<file path="src/rtl/rm14_decode.sv">
// RM(1,4) maximum-likelihood decoder: 4-stage serial FHT, then peak search.
// Define RM14_DEC_FAST_SEARCH_EN for a single-cycle 16-way argmax search.
module rm14_decode (
    input  logic        clk,
    input  logic        reset,
    input  logic        in_valid,
    output logic        in_ready,
    input  logic [15:0] codeword,
    output logic        out_valid,
    input  logic        out_ready,
    output logic [4:0]  message,
    output logic [3:0]  nerr,
    output logic        uncorrectable
);

    typedef enum logic [1:0] {
        S_IDLE,
        S_FHT,
        S_SEARCH,
        S_DONE
    } state_t;

    state_t r_state;
    state_t w_next;

    logic signed [5:0] r_f   [16];
    logic signed [5:0] w_fht [16];
    logic [3:0]        r_cnt;
    logic [3:0]        w_step;

    logic [4:0] w_res_mag;
    logic [3:0] w_res_idx;
    logic       w_res_neg;
    logic [4:0] w_nerr_full;
    logic       w_last;

    logic [4:0] r_msg;
    logic [3:0] r_nerr;
    logic       r_unc;

    function automatic logic [4:0] mag6(input logic signed [5:0] v);
        logic signed [5:0] a;
        a = v[5] ? -v : v;
        return a[4:0];
    endfunction

    always_ff @(posedge clk or posedge reset) begin
        if (reset) begin
            r_state <= S_IDLE;
        end else begin
            r_state <= w_next;
        end
    end

    always_comb begin
        w_next = r_state;
        case (r_state)
            S_IDLE:   if (in_valid)         w_next = S_FHT;
            S_FHT:    if (r_cnt == 4'd3)    w_next = S_SEARCH;
            S_SEARCH: if (w_last)           w_next = S_DONE;
            S_DONE:   if (out_ready)        w_next = S_IDLE;
            default:                        w_next = S_IDLE;
        endcase
    end

    always_comb begin
        in_ready  = (r_state == S_IDLE);
        out_valid = (r_state == S_DONE);
    end

    // Butterfly for stage r_cnt: pairs (j, j+2^s) with bit s of j clear.
    assign w_step = 4'd1 << r_cnt[1:0];

    always_comb begin
        w_fht = r_f;
        for (int j = 0; j < 16; j++) begin
            if ((4'(j) & w_step) == 4'd0) begin
                w_fht[j] = r_f[j] + r_f[4'(j) | w_step];
            end else begin
                w_fht[j] = r_f[4'(j) & ~w_step] - r_f[j];
            end
        end
    end

`ifdef RM14_DEC_FAST_SEARCH_EN
    // Strictly-greater compare in ascending order: lowest index wins ties.
    always_comb begin
        w_res_mag = '0;
        w_res_idx = '0;
        w_res_neg = 1'b0;
        for (int u = 0; u < 16; u++) begin
            if (mag6(r_f[u]) > w_res_mag) begin
                w_res_mag = mag6(r_f[u]);
                w_res_idx = 4'(u);
                w_res_neg = r_f[u][5];
            end
        end
    end

    assign w_last = 1'b1;
`else
    logic [4:0] r_best_mag;
    logic [3:0] r_best_idx;
    logic       r_best_neg;
    logic [4:0] w_cur_mag;

    assign w_cur_mag = mag6(r_f[r_cnt]);

    always_comb begin
        w_res_mag = r_best_mag;
        w_res_idx = r_best_idx;
        w_res_neg = r_best_neg;
        if (w_cur_mag > r_best_mag) begin
            w_res_mag = w_cur_mag;
            w_res_idx = r_cnt;
            w_res_neg = r_f[r_cnt][5];
        end
    end

    assign w_last = (r_cnt == 4'd15);

    always_ff @(posedge clk or posedge reset) begin
        if (reset) begin
            r_best_mag <= '0;
            r_best_idx <= '0;
            r_best_neg <= 1'b0;
        end else if (r_state == S_IDLE && in_valid) begin
            r_best_mag <= '0;
            r_best_idx <= '0;
            r_best_neg <= 1'b0;
        end else if (r_state == S_SEARCH) begin
            r_best_mag <= w_res_mag;
            r_best_idx <= w_res_idx;
            r_best_neg <= w_res_neg;
        end
    end
`endif

    assign w_nerr_full = (5'd16 - w_res_mag) >> 1;

    always_ff @(posedge clk or posedge reset) begin
        if (reset) begin
            for (int j = 0; j < 16; j++) begin
                r_f[j] <= '0;
            end
            r_cnt  <= '0;
            r_msg  <= '0;
            r_nerr <= '0;
            r_unc  <= 1'b0;
        end else begin
            case (r_state)
                S_IDLE: begin
                    if (in_valid) begin
                        for (int j = 0; j < 16; j++) begin
                            r_f[j] <= codeword[j] ? -6'sd1 : 6'sd1;
                        end
                        r_cnt <= '0;
                    end
                end
                S_FHT: begin
                    r_f   <= w_fht;
                    r_cnt <= (r_cnt == 4'd3) ? 4'd0 : r_cnt + 4'd1;
                end
                S_SEARCH: begin
                    r_cnt <= r_cnt + 4'd1;
                    if (w_last) begin
                        r_msg  <= {w_res_idx, w_res_neg};
                        r_nerr <= w_nerr_full[3:0];
                        r_unc  <= (w_res_mag <= 5'd8);
                    end
                end
                default: begin
                end
            endcase
        end
    end

    assign message       = r_msg;
    assign nerr          = r_nerr;
    assign uncorrectable = r_unc;

endmodule

</file>
<file path="config.mk">
export PLATFORM = sky130hd
export DESIGN_NAME = rm14_decode
export DESIGN_NICKNAME = d
export VERILOG_FILES = /design/src/rtl/rm14_decode.sv
export SDC_FILE = /design/constraint.sdc
export NUM_CORES = 1
export LEC_CHECK = 0
export BUFFER_PORTS_ARGS = -buffer_cell sky130_fd_sc_hd__buf_2
export CORE_ASPECT_RATIO = 1.4
export CORE_MARGIN = 3
export CORE_UTILIZATION = 45
export DETAILED_ROUTE_END_ITERATION = 7
export HOLD_SLACK_MARGIN = 0.08
export PLACE_DENSITY_LB_ADDON = 0.05
export SYNTH_ARGS = -nofsm -noshare
export SYNTH_HDL_FRONTEND = slang
export SYNTH_SLANG_ARGS = --single-unit
</file>
<file path="constraint.sdc">
create_clock -name clk -period 5.5 [get_ports clk]
set_input_delay 0.275 -clock clk [delete_from_list [all_inputs] [get_ports clk]]
set_output_delay 0.275 -clock clk [all_outputs]
set_load 0.1 [all_outputs]
</file>
# After elaboration in Yosys (flattened, before gate mapping)

Index checks and enable logic that the tools add are counted.

Muxes and demuxes: 144
$lt $le $gt $ge: 33
Bitwise gates (word level): 32
Reduce and logical (&&, ||, !) cells: 24
Shift operators: 1
Eq/ne operators: 9
Add/subtract/negate cells: 34

Operator list:

| operator                                                        | number |
|---|---|
| binary-select mux 6 bit (select 4 bit)                          | 31 |
| two-way mux 6 bit                                               | 93 |
| case mux 96 bit (2 select lines)                                | 1 |
| greater-or-equal comparator 5 bit (second input constant)       | 31 |
| NOT 4 -> 5 bit                                                  | 24 |
| adder 6 bit                                                     | 16 |
| two-way mux 96 bit                                              | 1 |
| subtractor 6 bit                                                | 15 |
| zero test 4 bit                                                 | 15 |
| two-way mux 4 bit                                               | 5 |
| two-way mux 5 bit                                               | 4 |
| NOT 3 -> 5 bit                                                  | 4 |
| case mux 4 bit (3 select lines)                                 | 1 |
| NOT 2 -> 5 bit                                                  | 2 |
| two-way mux 2 bit                                               | 4 |
| case mux 2 bit (4 select lines)                                 | 1 |
| != test 2 bit (second input constant)                           | 3 |
| AND reduction 2 bit                                             | 3 |
| > comparator 5 bit                                              | 1 |
| less-or-equal comparator 5 x 4 -> 1 bit (second input constant) | 1 |
| negator 5 bit                                                   | 1 |
| NOT 1 -> 5 bit                                                  | 1 |
| subtractor 5 bit (first input constant)                         | 1 |
| adder 4 x 1 -> 4 bit (second input constant)                    | 1 |
| other kinds (13)                                                | 17 |

Input bits: 20
Register bits: 122
Word-level logic and storage cells: 301
Output and inout bits: 12

# Longest topological paths before layout

Gate-level depths: netlist of run 1.

Depth in word-level cells: 10
Depth in mapped cells: 24

# Least setup slack after synthesis of run 1

Ideal clock, no wire load.

Kind: reg-to-reg
Start point: register r_cnt[1]
End point: register r_f[11] in the netlist's numbering
Required time: 5357 ps
Data arrival time: 4336 ps
Clock period less this slack: 4480 ps
Buffers on the path: 8
Stages on the path, launching flop included: 23
Path slack: 1020 ps
Cell sequence: dfrtp_1 > buf_6 > buf_6 > inv_1 > ha_1 > buf_2 > buf_2 > buf_1 > buf_2 > buf_1 > clkbuf_1 > a21oi_1 > o21ai_0 > ha_1 > nor2b_1 > o21ai_0 > a21boi_0 > o21a_1 > nor2_1 > xnor2_1 > mux2i_1 > mux2i_1 > a22oi_1

Word-level cells in the longest chain between the ends: 9
Elaborated cells between the ends (all ways): 15
Classes of those cells: 2 x add/sub; 1 x shift; 8 x mux; 3 x bitwise; 1 x reduce/logical

Ends and longest elaborated chain:

| element                                              | line | source |
|---|---|---|
| start, declared                                      | 28   | `logic [3:0] r_cnt;` |
| start signal, assigned                               | 162  | `r_cnt <= (r_cnt == 4'd3) ? 4'd0 : r_cnt + 4'd1;` |
| start signal, assigned                               | 165  | `r_cnt <= r_cnt + 4'd1;` |
| << shifter 1 x 2 -> 4 bit (*)                        | 72   | `assign w_step = 4'd1 << r_cnt[1:0];` |
| NOT 4 bit                                            | 80   | `w_fht[j] = r_f[4'(j) & ~w_step] - r_f[j];` |
| NOT 4 -> 5 bit                                       | 80   |  |
| binary-select mux 6 bit (select 4 bit)               | 80   |  |
| two-way mux 6 bit (not written as such) (2 in a row) | 80   |  |
| subtractor 6 bit                                     | 80   |  |
| two-way mux 6 bit (*)                                | 77   | `if ((4'(j) & w_step) == 4'd0) begin` |
| case mux 96 bit (2 select lines) (*)                 | 151  | `case (r_state)` |
| end signal, assigned by index                        | 155  | `r_f[j] <= codeword[j] ? -6'sd1 : 6'sd1;` |
| end signal, assigned                                 | 161  | `r_f <= w_fht;` |
| end, declared                                        | 26   | `logic signed [5:0] r_f [16];` |

Mark *: on every way between the ends. The rest lies on a longest branch, timed or not. The select of a mux whose other input is x is not followed.
A chain may end at the register's enable or synchronous reset.

# Worst setup path after layout of run 1

Start point: register r_cnt[1]
End point: register r_nerr[3], in the netlist nerr[3]

Word-level cells in the longest chain between the ends: 9
Elaborated cells between the ends (all ways): 11
Classes of those cells: 2 x add/sub; 1 x order compare; 1 x eq/ne; 5 x mux; 1 x bitwise; 1 x reduce/logical

Ends and longest elaborated chain:

| element                                              | line | source |
|---|---|---|
| NOT 4 -> 5 bit (not written as such)                 | 107  | `assign w_cur_mag = mag6(r_f[r_cnt]);` |
| binary-select mux 6 bit (select 4 bit)               | 107  |  |
| two-way mux 6 bit (not written as such) (2 in a row) | 107  |  |
| negator 5 bit                                        | 43   | `a = v[5] ? -v : v;` |
| two-way mux 5 bit                                    | 43   |  |
| > comparator 5 bit                                   | 113  | `if (w_cur_mag > r_best_mag) begin` |
| two-way mux 5 bit                                    | 113  |  |
| subtractor 5 bit                                     | 139  | `assign w_nerr_full = (5'd16 - w_res_mag) >> 1;` |
| end signal, assigned                                 | 168  | `r_nerr <= w_nerr_full[3:0];` |
| end, declared                                        | 38   | `logic [3:0] r_nerr;` |

Parallel ways exist; a longest one is shown, timed or not. The select of a mux whose other input is x is not followed.

==> results of run 1 <==
Yosys cell counts, types with 13 or more instances:
library cell,n,area [um^2]
mux2_2,35,394
xor2_1,53,464
clkbuf_1,87,327
a21oi_1,214,1070
dfrtp_1,122,3050
inv_1,124,465
nor2_1,150,563
mux4_2,38,856
o211ai_1,30,225
o22a_1,17,149
fa_1,30,601
nor2b_1,13,81.3
a21o_1,81,608
o21ai_0,221,1110
nand2_1,250,938
a211oi_1,19,143
ha_1,166,2080
buf_1,24,90.1
xnor2_1,89,780
buf_2,26,130
mux2i_1,156,1560
o21bai_1,14,105
worst max path at each step:
stage,from,end,slack (ps)
2_1_floorplan,r_cnt[1],r_f[11],1020
3_3_place_gp,r_cnt[1],nerr[3],950
3_5_place_dp,r_cnt[1],nerr[3],900
4_1_cts,r_cnt[1],nerr[3],880
5_1_grt,r_cnt[1],nerr[3],510
6_report,r_cnt[1],nerr[3],900
registers in the layout, summed over array words and instances (netlist names):
signal and flops:
r_best_mag 5, r_f 96, message 5, r_cnt 4, r_state 2, r_best_neg 1, uncorrectable 1, r_best_idx 4
nerr 4
cell type report:
class / instances / area, um^2
well taps: 462 / 578
flip-flops and latches: 122 / 3050
inverters: 127 / 482
multi-input cells: 1663 / 12500
repair buffers: 87 / 678
clock buffers: 18 / 439
fillers: 3552 / 18100
clock inverters: 14 / 184
metal layers:
layer  up-vias  GRT usage [%]
met5         -              0
met4         2           17.8
met3       167           3.99
met2       634           55.8
met1      7436           41.8
li1       7165              -
tightest hold or removal path: cells and delay by family:
| family | cells | cell delay, ps |
|---|---|---|
| compound gates | 2 | 180 |
| buf+inv | 1 | 90 |
per-stage QoR:
stage	std cells	setup slack, ps	cell area [um^2]
global route	2493	511	17900
finish	2493	898	17900
floorplan	2053	1020	16600
CTS	2493	875	17900
global placement	2460	948	17300
detailed placement	2460	899	17300
what timing repair did:
item,in CTS,in global routing
setup endpoints to repair,0,0
hold buffers,1,0
resized for setup,0,0
hold endpoints to repair,75,0
kinds of logic after synthesis:
| group | share of synthesized area (%) |
|---|---|
| xor+xnor | 7.51 |
| fa+ha+maj | 16.2 |
| mux | 17.7 |
| simple gates | 10.5 |
| flops | 18.4 |
| buf+inv | 6.51 |
| compound gates | 23.1 |
==> results.sh, run 1 <==
export IMPL_grt_antenna_before_repair=2
export IMPL_cp_start_kind="flop"
export IMPL_cts_sinks=122
export IMPL_fin_skew_ps=14.5
export IMPL_worst_ep_required_time_ps=5810
export IMPL_final_cell_mix="250 x nand2_1, 221 x o21ai_0, 213 x a21oi_1, 161 x ha_1, 156 x mux2i_1"
export IMPL_hold_end="r_f[74]"
export IMPL_rr_startpoint="r_cnt[1]"
export IMPL_critPathTopFamily="compound AO/OA/AOI/OAI gates"
export IMPL_final_min_clock_period_ps=4600
export IMPL_drc=0
export IMPL_worst_setup_path_end_kind="flop"
export IMPL_grt_pass1_wl_um=97000
export IMPL_r2r_slack_ps=900
export IMPL_slew_limit_headroom_pct=32.1
export IMPL_final_common_cell="nand2_1"
export IMPL_avgSynthCellArea_um2=8.07
export IMPL_synth_edf_count=0
export IMPL_drtIter0Drc=1563
export IMPL_wl_met1_um=26700
export IMPL_ios=32
export IMPL_h_tree_depth=4
export IMPL_viasPerCell=6.18
export IMPL_synth_main_ff_cell="dfrtp_1"
export IMPL_maxSlewViolCount=0
export IMPL_worstRegToRegCells=18
export IMPL_status="finished, final reports clean"
export IMPL_cts_buffers=17
export IMPL_hold_slack_ps=130
export IMPL_whs_path_depth=3
export IMPL_grt_pass1_vias=14700
export IMPL_cp_num_buf_inv=2
export IMPL_initial_core_util_pct=46.0
export IMPL_async_flop_share_pct=100
export IMPL_insertion_delay_ps=460
export IMPL_die_y_um=233
export IMPL_syn_num_nets=2269
export IMPL_clock_path_buffers=2
export IMPL_max_freq_ghz=0.217
export IMPL_fin_crit_sh_pct=83.7
export IMPL_r2r_end="nerr[3]"
export IMPL_die_x_um=168
export IMPL_ys_seq_area_share_pct=18.4
export IMPL_port_buffers=31
export IMPL_drt_total_wl_um=65700
export IMPL_nNetsFinal=2234
export IMPL_ys_warn_count=0
export IMPL_synth_cells=2053
export IMPL_rows=82
export IMPL_cts_tree="yes"
export IMPL_hp_class="input port to flop"
export IMPL_top_layer="met5"
export IMPL_path_max_fanout=12
export IMPL_wire_per_inst_um=26.4
export IMPL_cp_cell_sequence="buf_4 > mux4_2 > a22oi_2 > nand2_2 > inv_1 > ha_1 > nand2_1 > o21ai_1 > xnor2_1 > ha_1 > nand3_1 > o21ai_0 > o21a_1 > mux2i_1 > ha_1 > nand3_1 > xor2_1 > o21ai_1"
export IMPL_finalSetupTns_ps=0
export IMPL_wl_met3_um=3710
export IMPL_grtUsageTotal_pct=33.3
export IMPL_final_layout_size_suffix_gt1_share_pct=10.4
export IMPL_maxCapViolCount=0
export IMPL_min_delay_start="codeword[3]"
export IMPL_fp_coreArea_um2=36000
export IMPL_route_met2_wl_um=31400
export IMPL_worst_pin_slew_ps=1010
export IMPL_vias=15400
export IMPL_gp_congestion=0.971
export IMPL_netlist_area_um2=16600
export IMPL_path_class="flop to flop"
export IMPL_dr_pass1_iters=6
export IMPL_dieArea_um2=39200
export IMPL_fin_util_pct=49.8
export IMPL_finalSetupViolCount=0
export IMPL_post_cts_repair_setup_buffers=0
export IMPL_area_growth_pct=8.25
export IMPL_clk_pin_slew_ps=70
export IMPL_grt_max_degree=82
export IMPL_final_hold_violation_count=0
export IMPL_max_stage_delay_ps=600
export IMPL_root_buffer="clkbuf_16"
export IMPL_cp_common_cell="ha_1"
export IMPL_antenna_cells=0
export IMPL_rsz0062_at_grt="no"
export IMPL_ant_nets=0
export IMPL_cp_depth=18
export IMPL_grt_overflow=0
export IMPL_cp_arrival_ps=4910
export IMPL_dpl_hpwl_um=50000
export IMPL_synth_cell_type_count=53
export IMPL_ys_ff_latch=122
export IMPL_crit_slowest_cell="dfrtp_2"
Power of run 1 is left out: the tool's default activity adds up to more than one toggle a clock period on the data nets, which glitch-free logic cannot reach.
==> inputs of run 2 (changes only) <==
Clock period 5.5 ns to 3.7 ns, I/O delays scaled along.
==> run 2 against run 1 <==
Against the previous run: the run now ends with negative setup slack left; sequential cell count is the same; die area is the same; critical endpoint unchanged; clock-buffer cell count shrank 1; largest cell class unchanged; worst hold slack lost 44 ps; routed wire length grew 12%; register-to-register slack lost 1100 ps; final area grew 25%.
==> results.sh, run 2 (synthesis results as in run 1) <==
export IMPL_path_max_fanout=6
export IMPL_dpl_hpwl_um=56300
export IMPL_final_min_clock_period_ps=3940
export IMPL_grtUsageTotal_pct=36.1
export IMPL_final_layout_size_suffix_gt1_share_pct=32.0
export IMPL_cts_sinks=122
export IMPL_regMostFlops="r_f"
export IMPL_h_tree_depth=4
export IMPL_drtIter0Drc=1382
export IMPL_finalSetupViolCount=21
export IMPL_grt_overflow=0
export IMPL_ant_nets=0
export IMPL_seqCellArea_um2=3060
export IMPL_violations="negative setup slack"
export IMPL_insertion_delay_ps=470
export IMPL_grt_pass1_wl_um=105000
export IMPL_grt_antenna_before_repair=1
export IMPL_die_y_um=233
export IMPL_max_stage_delay_ps=520
export IMPL_antenna_cells=0
export IMPL_vias=17400
export IMPL_cp_start_kind="flop"
export IMPL_rsz0062_at_grt="yes"
export IMPL_dieArea_um2=39200
export IMPL_maxSlewViolCount=0
export IMPL_path_class="flop to flop"
export IMPL_port_buffers=31
export IMPL_wl_met3_um=3600
export IMPL_area_growth_pct=35.6
export IMPL_final_hold_violation_count=0
export IMPL_dr_pass1_iters=7
export IMPL_setup_slack_ps=-239
export IMPL_worst_setup_path_end_kind="flop"
export IMPL_initial_core_util_pct=46.0
export IMPL_cts_tree="yes"
export IMPL_fin_crit_sh_pct=106
export IMPL_grt_pass1_vias=16800
export IMPL_final_common_cell="buf_4"
export IMPL_die_x_um=168
export IMPL_largest_reg_flops=96
export IMPL_fillers=3222
export IMPL_clock_path_buffers=2
export IMPL_fp_coreArea_um2=36000
export IMPL_status="complete, but fails checks"
export IMPL_max_freq_ghz=0.254
export IMPL_dp_cells=2846
export IMPL_maxCapViolCount=0
export IMPL_worst_pin_slew_ps=852
export IMPL_fin_cells=2953
export IMPL_fin_skew_ps=13.1
export IMPL_rows=82
export IMPL_cp_num_buf_inv=2
export IMPL_cp_cell_sequence="buf_12 > mux4_2 > a22oi_2 > nand2_2 > inv_2 > ha_4 > nand2_2 > o21ai_2 > xnor2_2 > ha_1 > nand3_2 > o21ai_2 > o21a_4 > mux2i_2 > ha_2 > nand3_2 > xor2_1 > o21ai_1"
export IMPL_nNetsFinal=2694
export IMPL_fin_util_pct=62.3
export IMPL_hp_class="input port to flop"
export IMPL_ios=32
export IMPL_top_layer="met4"
export IMPL_root_buffer="clkbuf_16"
export IMPL_final_cell_mix="447 x buf_4, 238 x nand2_1, 174 x a21oi_1, 149 x o21ai_0, 149 x ha_1"
export IMPL_cts_buffers=17
export IMPL_grt_max_degree=82
export IMPL_wire_per_inst_um=25.0
export IMPL_gp_congestion=0.970
export IMPL_wl_met1_um=29100
export IMPL_multi_input_area_um2=13100
export IMPL_critPathTopFamily="compound AO/OA/AOI/OAI gates"
export IMPL_worst_ep_required_time_ps=4030
export IMPL_viasPerCell=5.88
export IMPL_route_met2_wl_um=36000
export IMPL_clk_pin_slew_ps=70
export IMPL_drt_total_wl_um=73800
export IMPL_drc=0
export IMPL_slew_limit_headroom_pct=43.2
export IMPL_cp_arrival_ps=4270
export IMPL_crit_slowest_cell="mux4_2"
==> run 2: worst paths after layout <==
| path | start | end | slack (ps) | depth (start not counted) |
|---|---|---|---|---|
| max reg2reg | r_cnt[0] | nerr[3] | -240 | 18 |
| min | codeword[4] | r_f[68] | 90 | 3 |
| max | r_cnt[0] | nerr[3] | -240 | 18 |
| min in group asynchronous | reset | r_best_idx[3] | 450 | 3 |
| min reg2reg | message[1] | message[1] | 480 | 2 |
| max in group asynchronous | reset | r_f[51] | 2420 | 4 |
==> run 2: timing repair <==
action | CTS | global route
pin swaps | 5 | 101
endpoints found under the setup margin | 31 | 52
cloned | 0 | 7
setup buffers | 16 | 43
resized for setup | 36 | 214
hold buffers | 9 | 0
endpoints found under the hold margin | 90 | 0
==> run 2: cell type report <==
cell class,instances,share of cell area [%]
Clock buffer,17,1.90
Clock inverter,15,0.635
Inverter,127,2.18
Multi-Input combinational cell,1663,58.5
Sequential cell,122,13.6
Tap cell,462,2.58
Timing Repair Buffer,547,20.6
==> run 2: routing by layer <==
metal	track usage, %	vias up
met5	0	-
met4	19.9	0
met3	3.59	204
met2	62.0	644
met1	44.4	8434
li1	-	8095
==> run 2: per-stage QoR <==
step / TNS [ps] / hold WS [ps] / instance area [um^2] / worst slack, ps
3_3_place_gp: -356 / 412 / 20400 / -138
3_5_place_dp: -1710 / 421 / 20400 / -173
5_1_grt: -5580 / 99.8 / 22400 / -399
4_1_cts: -130 / 83.5 / 21300 / -43.3
2_1_floorplan: -2.78 / 340 / 16800 / -2.78
6_report: -2110 / 85.6 / 22400 / -239
==> run 2: worst reg2reg max path: stages (launching register included) <==
cell and delay [ps]:
dfrtp_2 470, buf_12 170, mux4_2 530, a22oi_2 270
nand2_2 120, inv_2 90, ha_4 130, nand2_2 50
o21ai_2 190, xnor2_2 100, ha_1 350, nand3_2 100
o21ai_2 200, o21a_4 210, mux2i_2 260, ha_2 240
nand3_2 70, xor2_1 170, o21ai_1 70
Power of run 2 is left out for the same reason.
